--- config.mk ---
export PLATFORM = sky130hd
export DESIGN_NAME = scan_shift_ctrl
export DESIGN_NICKNAME = d
export VERILOG_FILES = /design/src/rtl/scan_shift_ctrl.sv
export SDC_FILE = /design/constraint.sdc
export NUM_CORES = 1
export LEC_CHECK = 0
export CELL_PAD_IN_SITES_DETAIL_PLACEMENT = 1
export CELL_PAD_IN_SITES_GLOBAL_PLACEMENT = 1
export CORE_MARGIN = 1
export CORE_UTILIZATION = 30
export DETAILED_ROUTE_END_ITERATION = 8
export PLACE_DENSITY_LB_ADDON = 0.1
export SETUP_SLACK_MARGIN = 0.4
export SLEW_MARGIN = 40
export SYNTH_ARGS = -nofsm -noshare
export SYNTH_HDL_FRONTEND = slang
export SYNTH_SLANG_ARGS = --single-unit
--- constraint.sdc ---
create_clock -name sclk -period 4.4 [get_ports sclk]
set_clock_uncertainty 0.15 [all_clocks]
set_input_delay 0.66 -clock sclk [delete_from_list [all_inputs] [get_ports sclk]]
set_output_delay 0.66 -clock sclk [all_outputs]
set_load 0.03 [all_outputs]
--- src/rtl/scan_shift_ctrl.sv ---
// scan_shift_ctrl
//   Drives one load/unload run of a scan chain. The chain is loaded MSB first
//   from a latched pattern and the previous chain contents are unloaded from
//   so at the same time. An optional capture cycle follows the shift. The
//   unloaded vector can be compared against a latched reference.
//
// Ports
//   sclk            clock; all state updates on the rising edge
//   rst_n           asynchronous active-low reset
//   start           request a run; honoured only in IDLE without abort
//   abort           terminate a run in SHIFT or CAPTURE
//   pattern         vector to shift in, MSB first
//   expected        reference for the unloaded vector
//   compare_en      compare the unloaded vector against expected
//   capture_en      insert one capture cycle (se=0) after the shift
//   so              scan-out from the chain
//   se, si          registered scan enable / scan-in to the chain
//   busy            high in every state except IDLE
//   done            one-cycle pulse at the end of a completed run
//   pass            run result, valid from done until the next accepted start
//   unload          vector sampled from so, MSB first
//   mismatch_mask   unload ^ expected, or 0 when compare is disabled
//   mismatch_count  number of set bits in mismatch_mask
module scan_shift_ctrl #(
  parameter int CHAIN_LEN = 8
) (
  input  logic                           sclk,
  input  logic                           rst_n,
  input  logic                           start,
  input  logic                           abort,
  input  logic [CHAIN_LEN-1:0]           pattern,
  input  logic [CHAIN_LEN-1:0]           expected,
  input  logic                           compare_en,
  input  logic                           capture_en,
  input  logic                           so,
  output logic                           se,
  output logic                           si,
  output logic                           busy,
  output logic                           done,
  output logic                           pass,
  output logic [CHAIN_LEN-1:0]           unload,
  output logic [CHAIN_LEN-1:0]           mismatch_mask,
  output logic [$clog2(CHAIN_LEN+1)-1:0] mismatch_count
);

  localparam int CNT_W = $clog2(CHAIN_LEN);
  localparam int POP_W = $clog2(CHAIN_LEN+1);
  localparam logic [CNT_W-1:0]     LAST_BIT = CNT_W'(CHAIN_LEN-1);
  localparam logic [CHAIN_LEN-1:0] MSB_ONE  = {1'b1, {(CHAIN_LEN-1){1'b0}}};

  typedef enum logic [1:0] {
    IDLE    = 2'd0,
    SHIFT   = 2'd1,
    CAPTURE = 2'd2,
    DONE    = 2'd3
  } state_t;

  state_t               state_q, state_d;
  logic [CNT_W-1:0]     bit_cnt_q, bit_cnt_d;
  logic                 se_d, si_d;

  logic [CHAIN_LEN-1:0] pat_q, exp_q;
  logic                 cmp_en_q, cap_en_q;

  logic                 accept;
  logic                 last_bit;
  logic [CHAIN_LEN-1:0] pat_src, pat_shl;
  logic [CHAIN_LEN-1:0] bit_sel;
  logic [CHAIN_LEN-1:0] unload_nx;
  logic [CHAIN_LEN-1:0] mask_nx;
  logic [POP_W-1:0]     pop_nx;
  logic                 pass_nx;

  function automatic logic [POP_W-1:0] popcount(input logic [CHAIN_LEN-1:0] v);
    logic [POP_W-1:0] c;
    c = '0;
    for (int i = 0; i < CHAIN_LEN; i++) begin
      c = c + {{(POP_W-1){1'b0}}, v[i]};
    end
    return c;
  endfunction

  // abort outranks start in IDLE, so a simultaneous pair starts nothing
  assign accept   = (state_q == IDLE) && start && !abort;
  assign last_bit = (bit_cnt_q == LAST_BIT);

  // ---- state register ----
  always_ff @(posedge sclk or negedge rst_n) begin
    if (!rst_n) begin
      state_q   <= IDLE;
      bit_cnt_q <= '0;
      se        <= 1'b0;
      si        <= 1'b0;
    end else begin
      state_q   <= state_d;
      bit_cnt_q <= bit_cnt_d;
      se        <= se_d;
      si        <= si_d;
    end
  end

  // ---- next-state logic ----
  always_comb begin
    state_d   = state_q;
    bit_cnt_d = '0;
    case (state_q)
      IDLE: begin
        if (accept) state_d = SHIFT;
      end
      SHIFT: begin
        if (abort)         state_d = IDLE;
        else if (last_bit) state_d = cap_en_q ? CAPTURE : DONE;
      end
      CAPTURE: begin
        state_d = abort ? IDLE : DONE;
      end
      default: begin
        state_d = IDLE;
      end
    endcase
    // Counter restarts at 0 on entry and leaves SHIFT at LAST_BIT, so it
    // never wraps inside a run.
    if (state_q == SHIFT && state_d == SHIFT) bit_cnt_d = bit_cnt_q + CNT_W'(1);
  end

  // ---- output logic ----
  // se/si are computed for the state being entered and registered, so they
  // are stable for the whole cycle of that state. On the accept edge the
  // pattern is still on the input port, not yet in pat_q.
  always_comb begin
    pat_src = (state_q == IDLE) ? pattern : pat_q;
    pat_shl = pat_src << bit_cnt_d;
    se_d    = 1'b0;
    si_d    = 1'b0;
    if (state_d == SHIFT) begin
      se_d = 1'b1;
      si_d = pat_shl[CHAIN_LEN-1];
    end
    busy = (state_q != IDLE);
    done = (state_q == DONE);
  end

  // ---- run configuration, captured on accept ----
  always_ff @(posedge sclk) begin
    if (accept) begin
      pat_q    <= pattern;
      exp_q    <= expected;
      cmp_en_q <= compare_en;
      cap_en_q <= capture_en;
    end
  end

  // so in shift cycle k lands in unload[CHAIN_LEN-1-k]
  always_comb begin
    bit_sel   = MSB_ONE >> bit_cnt_q;
    unload_nx = so ? (unload | bit_sel) : (unload & ~bit_sel);
    mask_nx   = cmp_en_q ? (unload_nx ^ exp_q) : '0;
    pop_nx    = popcount(mask_nx);
    // Coming straight from SHIFT the count is being formed on this edge;
    // coming from CAPTURE it is already registered.
    pass_nx   = !cmp_en_q ||
                (((state_q == SHIFT) ? pop_nx : mismatch_count) == '0);
  end

  // ---- result registers ----
  always_ff @(posedge sclk or negedge rst_n) begin
    if (!rst_n) begin
      unload         <= '0;
      mismatch_mask  <= '0;
      mismatch_count <= '0;
      pass           <= 1'b0;
    end else if (accept) begin
      unload         <= '0;
      mismatch_mask  <= '0;
      mismatch_count <= '0;
      pass           <= 1'b0;
    end else begin
      case (state_q)
        SHIFT: begin
          if (abort) begin
            pass <= 1'b0;
          end else begin
            unload <= unload_nx;
            if (last_bit) begin
              mismatch_mask  <= mask_nx;
              mismatch_count <= pop_nx;
              if (!cap_en_q) pass <= pass_nx;
            end
          end
        end
        CAPTURE: begin
          pass <= abort ? 1'b0 : pass_nx;
        end
        default: begin
        end
      endcase
    end
  end

endmodule

; ---- Word-level counts from Yosys, hierarchy flattened
; Index checks and enable logic that the tools add are counted.
[word_totals]
regBits = 46
in_bits = 23
output_inout_bits = 25
elab_cells = 79
[op_classes]
n_addsub = 8
n_eq_ne = 8
shift = 2
muxes = 30
bitwise_logic = 4
n_reduce_logical = 15
[ops]
columns = cell, count
row1 = $mux 8, 10
row2 = $mux 4, 5
row3 = $add 4x1->4, 4
row4 = $and 8x8->8, 1
row5 = $mux 1, 8
row6 = $mux 2, 4
row7 = $ne 4x4->1 const B, 2
row8 = $not 8->8, 1
row9 = $or 8x8->8, 1
row10 = $shl 8x3->8, 1
row11 = $shr 8x3->8 const A, 1
row12 = $xor 8x8->8, 1
row13 = $pmux 2 s3, 1
row14 = $reduce_and 3->1, 2
row15 = $reduce_bool 2->1, 3
row16 = $add 3x1->4, 1
row17 = $eq 2x1->1 const B, 2
row18 = $eq 2x2->1 const B, 2
row19 = $logic_not 4->1, 1
row20 = $add 2x1->3, 1
row21 = $add 3x1->3 const B, 1
row22 = $eq 3x3->1 const B, 1
row23 = $logic_and 1x1->1, 3
row24 = $mux 3, 1
row25 = 8 further kinds, 9

; ---- Depth between registers and ports, before layout
[logic_depth]
ltp_word = 21
depth_mapped = 19
ltp_nobuf = 18

; ---- Worst setup path before layout
; Ideal clock, no wire load.
[synth_path]
kind = register to register
from = reg bit_cnt_q[0]
to = reg pass
arrival_ns = 4.106
required_ns = 4.154
slack_ns = 0.048
stages_incl_launch_ff = 20
period_less_slack_ns = 4.352
cell_sequence = dfrtp_1 ha_1 ha_1 buf_6 mux2i_1 xnor2_1 nand2_1 inv_1 fa_1 fa_1 inv_1 fa_1 inv_1 ha_1 inv_1 fa_1 xor2_1 and4b_1 a21oi_1 o31ai_1
[synth_via]
elab_chain_len = 21
elab_cells_between_ends = 26
cone_classes = add/sub (7) / eq/ne (2) / shift (1) / mux (9) / bitwise (4) / reduce/logical (3)
[synth_rtl]
columns = element, line_no
row1 = "start, declared", 59  ; logic [CNT_W-1:0] bit_cnt_q, bit_cnt_d;
row2 = "start signal, assigned", 96  ; bit_cnt_q <= bit_cnt_d;
row3 = $shr 8x3->8, 155  ; bit_sel = MSB_ONE >> bit_cnt_q;
row4 = $not 8->8, 156  ; unload_nx = so ? (unload | bit_sel) : (unload & ~bit_sel);
row5 = $and 8x8->8, 156
row6 = $mux 8, 156
row7 = $xor 8x8->8, 157  ; mask_nx = cmp_en_q ? (unload_nx ^ exp_q) : '0;
row8 = $mux 8, 157
row9 = $add 1x1->2, 78  ; c = c + {{(POP_W-1){1'b0}}, v[i]};
row10 = $add 2x1->3, 78
row11 = (+5 left out), -
row12 = $mux 4, 162  ; (((state_q == SHIFT) ? pop_nx : mismatch_count) == '0);
row13 = $logic_not 4->1, 162
row14 = $logic_or 1x1->1, 161  ; pass_nx = !cmp_en_q ||
row15 = $mux 1, 187  ; if (!cap_en_q) pass <= pass_nx;
row16 = $mux 1, 184  ; if (last_bit) begin
row17 = $mux 1, 180  ; if (abort) begin
row18 = $pmux 1 s2, 178  ; case (state_q)
row19 = $mux 1, 172  ; end else if (accept) begin
row20 = "end signal, assigned", 187
row21 = "end signal, assigned", 192  ; pass <= abort ? 1'b0 : pass_nx;
row22 = "end, declared", 40  ; output logic pass,
; Several ways; a longest one is shown, not always the timed one. The select of a mux whose other input is x is not followed.
; A chain may end at the register's enable or synchronous reset.

; ---- Worst setup path in the final report
; Same ends and word-level chain as after synthesis.

==> results.py <==
metrics = {
    "outcome": {
        "status": "finished, final reports clean",
    },
    "die": {
        "dieArea_mm2": 0.00840,
        "initial_core_util": 0.310,
        "row_count": 32,
        "die_y_um": 91.6,
        "io_pins": 48,
        "fp.dieW_um": 91.6,
        "core_region_area_mm2": 0.00777,
    },
    "setup_path": {
        "cpMostUsedCell": "fa_1",
        "cp-start-kind": "flop",
        "endpoint_kind": "flop",
        "path_buf_inv": 5,
        "cpMaxStageDelayCell": "fa_2",
        "cp_cell_sequence": "buf_6 -> ha_4 -> ha_4 -> mux2i_2 -> xnor2_1 -> nand2_1 -> inv_2 -> fa_1 -> fa_1 -> inv_1 -> fa_1 -> inv_1 -> ha_2 -> inv_2 -> fa_2 -> and4b_1 -> a21oi_1 -> o31ai_1",
        "crit_arrival_ns": 4.40,
        "required_ns": 4.45,
        "critical_path.top_delay_family": "adder cells",
        "crit_fanout": 3,
        "crit_type": "reg -> reg",
        "max_stage_delay_ns": 0.53,
    },
    "power": {
        "power.density_mw_per_mm2": 274,
        "combPwrFrac": 0.173,
        "internal-power_mw": 0.664,
        "leakagePower_nw": 1.35,
        "vdd_drop_max_v": 0.000120,
        "p_sw_frac": 0.254,
        "p_switching_mw": 0.226,
        "power_mw": 0.889,
        "p_seq_frac": 0.526,
        "pwr-share-clk": 0.301,
    },
    "finish": {
        "nets": 311,
        "final_common_cell": "clkdlybuf4s50_1",
        "final_cells": 378,
        "drive_gt1_frac": 0.178,
        "diodes": 0,
        "mostFrequentLayoutCells": "clkdlybuf4s50_1 (46), dfrtp_1 (25), nand3_1 (21), nand2_1 (20), edfxtp_1 (18)",
        "syn_to_final_growth_pct": 34.6,
    },
    "global_route": {
        "grt_pass1_vias": 1834,
        "grt_pass1_wl_um": 9590,
        "gr-total-overflow": 0,
        "grt_use_total": 0.148,
        "antenna_found_initial": 0,
        "grt_max_degree": 29,
    },
    "drt": {
        "drt-wirelength-per-cell_um": 15.1,
        "post_drt_via_cell_ratio": 4.68,
        "drt_iter0_markers": 60,
        "dr_total_vias": 1768,
        "first_pass_iters": 4,
        "antenna_left": 0,
        "drc": 0,
        "routed_wl_um": 5700,
    },
    "clock_network": {
        "cts_tree": "built",
        "clock_latency_ns": 0.29,
        "cts-root-buf": "clkbuf_8",
        "numClockSinks": 46,
        "cts_buffers": 5,
        "clk_pin_slew_worst_paths_ns": 0.08,
        "cts_max_path_buffers": 2,
        "htree_levels": 2,
    },
    "place": {
        "dp.cells": 361,
        "dp_hpwl_um": 4220,
        "pre_cts_ws_ns": -0.354,
        "place_congestion": 0.696,
        "io_buffers": 47,
    },
    "timing": {
        "finalSetupTns_ns": 0,
        "slew_headroom": 0.496,
        "setup_viol": 0,
        "slew_violations": 0,
        "hold_violations": 0,
        "max_freq_mhz": 230,
        "fin_ws_ns": 0.0459,
        "rsz0062_at_grt": "true",
        "post-route-period-util": 0.990,
        "tightestPinTransition_ns": 0.755,
        "fin_crit_ns": 4.35,
        "whs_ns": 0.356,
    },
    "synth": {
        "syn_avg_cell_area_um2": 11.2,
        "ys_seq_elements": 46,
        "synth_ff_type": "dfrtp_1",
        "yosysSeqAreaShare": 0.515,
        "synth_nets": 252,
        "yosysTopAreaCellShare": 0.291,
        "synthArstFlopShare": 0.609,
        "synth_edf_count": 18,
        "synthCells": 216,
        "synth_top_area_cell": "dfrtp_1",
        "synth_cell_type_count": 40,
        "yosysWarningCount": 0,
        "syn-cell-area_mm2": 0.00241,
        "synth.area.top_cells": "dfrtp_1 (29%), edfxtp_1 (22%), mux2i_1 (5.0%)",
    },
    "hold_path": {
        "min_path_type": "reg -> reg",
    },
    "run": {
        "cap_violations": 0,
    },
}
-- repair_timing --
action                                  4_1_cts  5_1_grt
pin swaps                                     3        6
resized for setup                             4       10
buffers inserted                              3        6
hold buffers                                  0        0
endpoints found under the setup margin        3        3
-- metrics by stage --
stage / util / cell area (µm²)
2_1_floorplan: - / 2470
3_3_place_gp: 0.394 / 3060
3_5_place_dp: 0.394 / 3060
4_1_cts: 0.409 / 3180
5_1_grt: 0.418 / 3240
6_report: 0.418 / 3240
-- area by class of cell --
type                       count  area, µm²
multi-input combinational    145       1140
timing repair buffer          62        586
sequential                    46       1240
tap                          102        128
clock buffer                   8       90.1
fill                         872       4520
inverter                      15       58.8
-- tightest hold or removal path, cell delays in order (launching register included) --
cell and delay (ns):
dfrtp_1 0.35, nand3_1 0.07, o31ai_1 0.06
-- power groups by stage --
| stage | Sequential, mW | Clock [mW] | Combinational, mW |
|---|---|---|---|
| after detailed placement | 0.479 | 0 | 0.141 |
| after global routing | 0.470 | 0.298 | 0.171 |
| after global placement | 0.478 | 0 | 0.137 |
| after CTS | 0.469 | 0.281 | 0.144 |
| after floorplan | 0.481 | 0 | 0.0763 |
| final | 0.468 | 0.268 | 0.153 |
-- metal layers --
metal	vias to the layer above	GRT usage	wire, µm
li1	868	-	-
met1	866	0.206	2750
met3	5	0.0282	150
met2	29	0.234	2720
met5	-	0	0
met4	0	0.0437	68
-- sequential cells by signal, summed over array words and instances, names as in the netlist --
register	cells
exp_q	8
mismatch_count	4
pass	1
se	1
pat_q	8
unload	8
mismatch_mask	8
state_q	2
bit_cnt_q	3
si	1
cmp_en_q	1
cap_en_q	1
-- cells by family after synthesis --
logic type,share of synthesized area
simple gates,0.166
flops,0.515
compound gates,0.0805
buf+inv,0.0436
mux,0.0826
fa+ha+maj,0.0800
xor+xnor,0.0327
-- cell usage after synthesis, types with 2 or more instances --
library cell	n
a21oi_1	6
buf_2	3
clkbuf_1	6
dfrtp_1	28
edfxtp_1	18
fa_1	4
ha_1	9
inv_1	14
mux2_2	3
mux2i_1	12
mux4_2	2
nand2_1	21
nand2b_1	6
nand3_1	21
nor2_1	15
nor2b_1	3
o21a_1	2
o21ai_0	8
o31ai_1	7
xnor2_1	2
xor2_1	7
-- final timing paths --
check / endpoint / from / slack, ns / depth (start not counted)
worst max register to register: pass / bit_cnt_q[0] / 0.05 / 18
worst min-delay path: mismatch_mask[7] / mismatch_mask[7] / 0.36 / 2
max in group asynchronous: bit_cnt_q[2] / rst_n / 3.20 / 2
worst max-delay path: pass / bit_cnt_q[0] / 0.05 / 18
min in group asynchronous: state_q[1] / rst_n / 0.60 / 2
worst min register to register: mismatch_mask[7] / mismatch_mask[7] / 0.36 / 2
(Power assumes the default switching activity.)
